`src/rtl/rf_pkg.sv`:
```
// ----------------------------------------------------------------------------
// rf_pkg
// Shared constants, types and helpers for the multi-port register file and
// its scoreboard.
//   XLEN_DEF / AW_DEF : default data and register-address widths
//   reg_addr_t        : architectural register address
//   wr_match_t        : result of a write-port match (hit flag + winning port)
//   onehot_last_match : finds the highest-index enabled write port whose
//                       address equals a given register address
// ----------------------------------------------------------------------------
package rf_pkg;

    localparam int unsigned XLEN_DEF = 64;
    localparam int unsigned AW_DEF   = 5;

    // Fixed-size container for the match helper; callers zero-extend their
    // write-port vectors into it so one function serves every configuration.
    localparam int unsigned MAX_WR = 8;
    localparam int unsigned MAX_AW = 8;
    localparam int unsigned WIDX_W = 3;

    typedef logic [AW_DEF-1:0] reg_addr_t;

    typedef struct packed {
        logic              hit;
        logic [WIDX_W-1:0] idx;
    } wr_match_t;

    // Later ports overwrite earlier hits, so the highest index wins.
    function automatic wr_match_t onehot_last_match(
        input logic [MAX_AW-1:0]        addr,
        input logic [MAX_WR*MAX_AW-1:0] waddr_vec,
        input logic [MAX_WR-1:0]        wen_vec
    );
        wr_match_t m;
        m.hit = 1'b0;
        m.idx = '0;
        for (int k = 0; k < MAX_WR; k++) begin
            if (wen_vec[k] && (waddr_vec[k*MAX_AW +: MAX_AW] == addr)) begin
                m.hit = 1'b1;
                m.idx = WIDX_W'(k);
            end
        end
        return m;
    endfunction

endpackage

```
`src/rtl/rf_sb_bits.sv`:
```
// ----------------------------------------------------------------------------
// rf_sb_bits
// Per-register busy-bit array. Priority at each clock edge:
// reset > flush > writeback clear < issue set (issue beats a same-cycle clear).
// Ports:
//   clk, rst        : clock, synchronous active-high reset
//   i_flush         : clear every busy bit, drop same-cycle issue
//   i_wen, i_waddr  : writeback ports; each enabled port clears its register
//   i_issue_valid   : an instruction writing i_issue_rd was issued
//   i_issue_rd      : destination register of the issued instruction
//   o_busy          : current busy bits, one per register (bit 0 always 0)
// ----------------------------------------------------------------------------
module rf_sb_bits
    import rf_pkg::*;
#(
    parameter int unsigned NREG = 32,
    parameter int unsigned AW   = AW_DEF,
    parameter int unsigned NWR  = 2
) (
    input  logic            clk,
    input  logic            rst,
    input  logic            i_flush,
    input  logic [NWR-1:0]    i_wen,
    input  logic [NWR*AW-1:0] i_waddr,
    input  logic            i_issue_valid,
    input  logic [AW-1:0]   i_issue_rd,
    output logic [NREG-1:0] o_busy
);

    logic [NREG-1:0] r_busy;
    logic [NREG-1:0] w_busy_d;

    always_comb begin
        w_busy_d = r_busy;
        if (i_flush) begin
            w_busy_d = '0;
        end else begin
            for (int k = 0; k < NWR; k++) begin
                if (i_wen[k]) begin
                    w_busy_d[i_waddr[k*AW +: AW]] = 1'b0;
                end
            end
            // Applied after the clears: the new producer supersedes the old one.
            if (i_issue_valid && (i_issue_rd != '0)) begin
                w_busy_d[i_issue_rd] = 1'b1;
            end
        end
    end

    always_ff @(posedge clk) begin
        if (rst) begin
            r_busy <= '0;
        end else begin
            r_busy <= w_busy_d;
        end
    end

    assign o_busy = r_busy;

endmodule

```
`src/rtl/rf_scoreboard_mp.sv`:
```
// ----------------------------------------------------------------------------
// rf_scoreboard_mp
// Parametrised multi-port integer register file with optional same-cycle
// write-to-read bypass and a per-register busy scoreboard.
// Ports:
//   clk, rst            : clock, synchronous active-high reset
//   i_wen/i_waddr/i_wdata : NWR packed write ports (port k at [k*W +: W])
//   i_ren/i_raddr       : NRD packed read ports
//   o_rdata             : combinational read data (0 for x0/disabled/reset)
//   o_rbusy             : busy flag of each read address
//   i_issue_valid/i_issue_rd : decode issue, marks destination busy
//   i_flush             : pipeline redirect, clears every busy bit
//   i_dbg_addr/o_dbg_data : debug read of stored contents, never bypassed
// ----------------------------------------------------------------------------
module rf_scoreboard_mp
    import rf_pkg::*;
#(
    parameter int unsigned XLEN   = XLEN_DEF,
    parameter int unsigned NREG   = 32,
    parameter int unsigned AW     = AW_DEF,
    parameter int unsigned NRD    = 2,
    parameter int unsigned NWR    = 2,
    parameter int unsigned BYPASS = 1
) (
    input  logic                clk,
    input  logic                rst,
    input  logic [NWR-1:0]      i_wen,
    input  logic [NWR*AW-1:0]   i_waddr,
    input  logic [NWR*XLEN-1:0] i_wdata,
    input  logic [NRD-1:0]      i_ren,
    input  logic [NRD*AW-1:0]   i_raddr,
    output logic [NRD*XLEN-1:0] o_rdata,
    output logic [NRD-1:0]      o_rbusy,
    input  logic                i_issue_valid,
    input  logic [AW-1:0]       i_issue_rd,
    input  logic                i_flush,
    input  logic [AW-1:0]       i_dbg_addr,
    output logic [XLEN-1:0]     o_dbg_data
);

    logic [XLEN-1:0]          r_regs [NREG];
    logic [NREG-1:0]          w_busy;
    logic [MAX_WR*MAX_AW-1:0] w_wvec;
    logic [MAX_WR-1:0]        w_wen_ext;
    logic [AW-1:0]            w_ra    [NRD];
    wr_match_t                w_match [NRD];

    rf_sb_bits #(
        .NREG (NREG),
        .AW   (AW),
        .NWR  (NWR)
    ) u_sb_bits (
        .clk           (clk),
        .rst           (rst),
        .i_flush       (i_flush),
        .i_wen         (i_wen),
        .i_waddr       (i_waddr),
        .i_issue_valid (i_issue_valid),
        .i_issue_rd    (i_issue_rd),
        .o_busy        (w_busy)
    );

    // Storage: ascending port order, so the highest-index port wins a conflict.
    always_ff @(posedge clk) begin
        if (rst) begin
            for (int i = 0; i < NREG; i++) begin
                r_regs[i] <= '0;
            end
        end else begin
            for (int k = 0; k < NWR; k++) begin
                if (i_wen[k] && (i_waddr[k*AW +: AW] != '0)) begin
                    r_regs[i_waddr[k*AW +: AW]] <= i_wdata[k*XLEN +: XLEN];
                end
            end
        end
    end

    // Widen the write ports into the helper's fixed-size layout.
    always_comb begin
        w_wvec    = '0;
        w_wen_ext = '0;
        for (int k = 0; k < NWR; k++) begin
            w_wvec[k*MAX_AW +: MAX_AW] = MAX_AW'(i_waddr[k*AW +: AW]);
            w_wen_ext[k]               = i_wen[k];
        end
    end

    // One match result per read port feeds both the data mux and busy masking.
    always_comb begin
        for (int i = 0; i < NRD; i++) begin
            w_ra[i]    = i_raddr[i*AW +: AW];
            w_match[i] = onehot_last_match(MAX_AW'(w_ra[i]), w_wvec, w_wen_ext);
        end
    end

    always_comb begin
        o_rdata = '0;
        o_rbusy = '0;
        for (int i = 0; i < NRD; i++) begin
            if (!rst && i_ren[i] && (w_ra[i] != '0)) begin
                if ((BYPASS != 0) && w_match[i].hit) begin
                    o_rdata[i*XLEN +: XLEN] = i_wdata[int'(w_match[i].idx)*XLEN +: XLEN];
                    o_rbusy[i]              = 1'b0;
                end else begin
                    o_rdata[i*XLEN +: XLEN] = r_regs[w_ra[i]];
                    o_rbusy[i]              = w_busy[w_ra[i]];
                end
            end
        end
    end

    assign o_dbg_data = (i_dbg_addr == '0) ? '0 : r_regs[i_dbg_addr];

endmodule

```
`config.mk`:
```
export PLATFORM = sky130hd
export DESIGN_NAME = rf_scoreboard_mp
export DESIGN_NICKNAME = d
export VERILOG_FILES = /design/src/rtl/rf_pkg.sv /design/src/rtl/rf_sb_bits.sv /design/src/rtl/rf_scoreboard_mp.sv
export SDC_FILE = /design/constraint.sdc
export NUM_CORES = 2
export LEC_CHECK = 0
export CAP_MARGIN = 20
export CELL_PAD_IN_SITES_DETAIL_PLACEMENT = 1
export CELL_PAD_IN_SITES_GLOBAL_PLACEMENT = 2
export CORE_MARGIN = 4
export CORE_UTILIZATION = 46
export CTS_CLUSTER_DIAMETER = 100
export DETAILED_ROUTE_END_ITERATION = 10
export GPL_TIMING_DRIVEN = 0
export PLACE_DENSITY_LB_ADDON = 0.1
export REMOVE_ABC_BUFFERS = 1
export SYNTH_ARGS = -nofsm -noshare
export SYNTH_HDL_FRONTEND = slang
export SYNTH_SLANG_ARGS = --single-unit
```
`constraint.sdc`:
```
create_clock -name clk -period 4.64 [get_ports clk]
set_input_delay 0.464 -clock clk [delete_from_list [all_inputs] [get_ports clk]]
set_output_delay 0.464 -clock clk [all_outputs]
set_load 0.02 [all_outputs]
```
**After elaboration in Yosys (flattened, before gate mapping)**

Memories as Yosys holds them, arrays and structs flattened.
Index checks and enable logic that the tools add are counted.

- Multiplexer cells: 42
- Shift operators: 2
- Reduce and logical (&&, ||, !) cells: 24
- Equality and inequality tests: 4
- Bitwise logic cells: 5
- Order comparisons: 8

Operators by type and width:

| cell | count |
|---|---|
| 2-to-1 mux 64 bit | 7 |
| indexed part select 128 x 10 -> 64 bit | 2 |
| 2-to-1 mux 32 bit | 5 |
| OR reduction 64 bit | 2 |
| AND 32 bit | 2 |
| NOT 32 bit | 2 |
| bitwise OR 32 bit | 1 |
| less-than comparator 5 x 6 -> 1 bit (second input constant) | 5 |
| nonzero test 5 bit | 5 |
| == test 5 bit | 4 |
| 2-to-1 mux 1 bit | 19 |
| 2-to-1 mux 4 bit | 4 |
| demux 1 bit (select 5 bit) | 3 |
| >= comparator 5 x 1 -> 1 bit (second input constant) | 3 |
| logical AND 1 bit | 14 |
| binary-select mux 1 bit (select 5 bit) | 2 |
| 2-to-1 mux 5 bit | 2 |
| zero test 5 bit | 1 |
| OR reduction 2 bit | 1 |
| zero test 1 bit | 1 |

- Word-level logic and storage cells: 87
- Flip-flop bits (word level): 32
- Input bits: 166
- RAM bits: 2048
- Memories kept: 1

Memories:

| name | words | width | read ports | clocked after memory_dff | write ports | RTL line | RTL |
|---|---|---|---|---|---|---|---|
| r_regs | 32 | 64 | 3 | 0 | 32 | rf_scoreboard_mp.sv:41 | `logic [XLEN-1:0] r_regs [NREG];` |

**Depth between registers and ports, before layout**

- Depth in word-level cells: 13
- Gate-level depth with buffers: 10
- Mapped depth without buffers: 6

**Hierarchy**

From an unflattened synthesis, not the netlist that was laid out.

- Cells, all modules: 8937
- Area total of the unflattened synthesis: 137018.9 um^2

Modules (own cells, without submodules):

| module | area each (um^2) | cells each | sequential area each (um^2) | instances |
|---|---|---|---|---|
| rf_scoreboard_mp | 135482.4 | 8750 | 61499.0 | 1 |
| rf_sb_bits | 1536.5 | 187 | 640.6 | 1 |

**Worst setup path before layout**

No wires, ideal clock.

- Path kind: input to register
- Start: input i_waddr[8]
- End: memory r_regs[19][0] (netlist bit), enable pin
- Cell stages on the path: 6
- Data arrival time: 3.105 ns
- Path buffers: 3
- Setup slack: 1.110 ns
- Cell sequence: buf_2 or3b_2 nor2_1 buf_2 clkbuf_1 or3_1

RTL lines:

| what | RTL line | RTL |
|---|---|---|
| from (decl) | rf_scoreboard_mp.sv:28 | `input logic [NWR*AW-1:0] i_waddr,` |
| to (decl) | rf_scoreboard_mp.sv:41 |  |

==> metrics <==
run status=finished, violations left; failing checks=negative setup slack; placeable core region=300800 um^2; Final period util=1.042; vias in the first global route=roughly 120k; site row count=201; all-layer global routing usage=0.4546; via-per-instance ratio=between 8 and 9; total negative setup slack=-6279 ps; weighted congestion reported at the end of routability-driven placement=0.8235; worst relative slew slack=0.1641; largest net degree at the start of global routing=94; startpoint of the most critical setup path=rst; number of buffers added by the clock tree synthesis step=262; most common cell after layout, fill and taps aside=edfxtp_1; Root Buffer Master=clkbuf_16; fraction of layout cells with a size suffix above 1=0.3005; multi-input combinational cell area=71580 um^2; Port Buffers=359; endpoint kind of the worst setup timing path=register; number of instances in the synthesized netlist=between 10000 and 15000; worst setup slack for register-to-register paths=about 3800 ps; Filler Cells Inserted=27830; Area Growth Syn to Fin=19.68%; number of buffers between clock root and the deepest sink=4; final routed DRC violation total=0; final wirelength=723.8 mm; required time reported for the critical path endpoint=5210 ps; setup-violating endpoint count in the final report=81; count of flip-flops with a built-in enable after synthesis=around 2000; final layout net count=about 10000; final worst clock skew=0 ps; minimum clock period after layout=between 4000 and 5000 ps; Worst-path clk slew=60 ps; proportion of synthesized flip-flops having asynchronous set or reset=0; Min-Delay Path Depth=4; Yosys warning total=0; Max-Cap Viols=0; worst min-delay path endpoint=u_sb_bits.o_busy[0]$_SDFF_PP0_; sort of element at the start of the critical path=input port; maximum clock frequency=206.9 MHz; Max H-tree Level=5; hold violation total from the final report=0; critical path fanouts, max=51; class of the most critical setup path=in2reg; ratio of total power to cell area=around 320 nW/um^2; Syn Std Cell Area=between 100000 and 150000 um^2; Seq. cell area=62140 um^2; slew at the pin closest to its max-slew limit=1252 ps; area of the die=311900 um^2; smallest setup slack after layout=-192.8 ps; count of nets left with antenna violations after detail routing=0; type of the worst min-delay path=in2reg; DP HPWL=472.3 mm; depth of the most critical reg-to-reg path=2; CTS sink cnt=approximately 2100; sum of overflow across all layers after global routing=0; Worst Path Arrival=5400 ps; Die Y-Extent=558.5 um; Worst Hold Margin=234.7 ps; ys flop type=edfxtp_1; insertion delay of the later-clocked pin in the worst-skew pair=940 ps; flop and latch count out of synthesis=2080; top-level I/O count=360; Crit Reg-Reg Endpoint=u_sb_bits.o_busy[17]$_SDFF_PP0_; wire length of the first global-routing pass=between 900 and 1000 mm; Cell variety after synth=63; number of max-slew violations in the final report=0; Static Leakage=53.62 nW; Mapped Avg Cell Area=between 10 and 15 um^2; TritonCTS clock tree=done; most used cells in the layout excluding fill and tap cells=edfxtp_1, mux4_2, nand2_1; first-pass detailed-route iteration total=7; worst ir drop on vdd=about 0.28 mV; Initial Util=0.4635; initial antenna violation count=68; part of the Yosys area used for sequential elements=0.4458; die boundary width=558.5 um; start point of the worst min-delay path=i_flush; number of vias in the routed layout=119000; average wire per cell in the routed design=50.11 um; Crit Reg-Reg Startpoint=u_sb_bits.o_busy[17]$_SDFF_PP0_; DR iter-0 viols=around 22000
[critical path, stage by stage]
cell           delay (ps)
dlygate4sd3_1         560
buf_8                 190
nor2b_2               440
nand3b_1              700
nor2_4                940
buf_12                280
buf_12                240
or3_4                 510
buf_16                370
buf_16                340
[report_power, final]
group | internal, W | switching, W | total [W]
Clock | 0.0115 | 0.00893 | 0.0204
Sequential | 0.0218 | 0.000888 | 0.0227
Combinational | 0.00462 | 0.00547 | 0.0101
Total | 0.0379 | 0.0153 | 0.0532
[repair_timing]
action / in CTS / in global routing
gates resized for setup: 90 / 37
gates cloned: 31 / 6
setup endpoints to repair: 146 / 131
endpoints found under the hold margin: 1 / 0
pin swaps: 11 / 7
setup buffers: 15 / 7
hold buffers: 1 / 0
[synth_stat cells (7+ instances only)]
cell,instances,area [um^2]
nor3_1,68,340.3
edfxtp_1,2048,61500
o22ai_1,136,850.8
dfxtp_1,32,640.6
or3_1,30,187.7
o21ai_1,12,60.06
a22oi_1,106,795.8
mux4_2,1897,42720
xnor2_1,7,61.31
xor2_1,13,113.9
buf_6,10,112.6
clkbuf_2,34,170.2
a22o_1,1089,9538
nor2b_1,39,244.0
a211oi_1,60,450.4
and3b_1,7,61.31
nor3_2,7,70.07
a21oi_1,35,175.2
and2_1,7,43.79
nor3b_1,12,90.09
o21ai_0,910,4554
nand3b_1,9,67.56
nor3_4,7,113.9
nor2_1,174,653.1
nand3_1,61,305.3
and3_1,8,50.05
buf_4,60,450.4
clkbuf_1,953,3577
buf_2,397,1987
buf_1,161,604.3
mux2i_1,91,910.9
nand2_1,1825,6850
nand4_1,97,606.8
[registers in the layout (all words and copies together) (netlist names)]
register	count
u_sb_bits.o_busy	32
r_regs	2048
[per-layer routing]
layer	share of wire	wire [um]	global-route usage
met1	0.33	241300	0.5772
met2	0.42	301500	0.6307
met3	0.17	125100	0.2071
met4	0.077	55410	0.2857
met5	0.00054	391	0.002624
[logic make-up (layout without fill, tap and decap cells)]
family	after synthesis	count (layout)	synth area share
and+or+nand+nor	2380	2382	0.07098
AOI/OAI and AO/OA	2367	2367	0.1190
DFF	2080	2080	0.4458
muxes	1992	1992	0.3133
buffers and inverters	1621	1537	0.04967
xor gates and xnor gates	20	20	0.001257
other	1	108	0.00002690
[how the worst max path moves through the flow]
stage                                           to  slack (ps)  cells after the start
after floorplan             r_regs[2][0]$_DFFE_PP_       -2550                      5
after global placement      r_regs[2][8]$_DFFE_PP_      -56900                      6
after detailed placement               o_rdata[68]       -1950                     13
after CTS                           o_dbg_data[15]          -3                     10
after global routing                   o_rdata[62]         -30                     11
final                     r_regs[18][54]$_DFFE_PP_        -190                     10
[area by class of cell]
| type | count | area share |
|---|---|---|
| Inverter | 6 | 0.0002850 |
| Multi-Input combinational cell | 6825 | 0.4291 |
| Sequential cell | 2080 | 0.3725 |
| Antenna cell | 44 | 0.0006600 |
| Timing Repair Buffer | 1074 | 0.1193 |
| Tap cell | 3958 | 0.02968 |
| Clock buffer | 326 | 0.04227 |
| Clock inverter | 131 | 0.006315 |
[per-stage QoR]
| step | instance area (um^2) | std cells | setup slack (ps) | utilization | total power [W] |
|---|---|---|---|---|---|
| 2_1_floorplan | 132700 | 8909 | -2547 | - | 0.02718 |
| 3_3_place_gp | 141300 | 13230 | -56900 | 0.4697 | 0.03744 |
| 3_5_place_dp | 156300 | 13860 | -1955 | 0.5197 | 0.03243 |
| 4_1_cts | 165800 | 14360 | -2.657 | 0.5513 | 0.05266 |
| 5_1_grt | 166800 | 14410 | -32.82 | 0.5544 | 0.05413 |
| 6_report | 166800 | 14440 | -192.8 | 0.5547 | 0.05322 |
No activity file was read; power rests on OpenSTA's default activity.
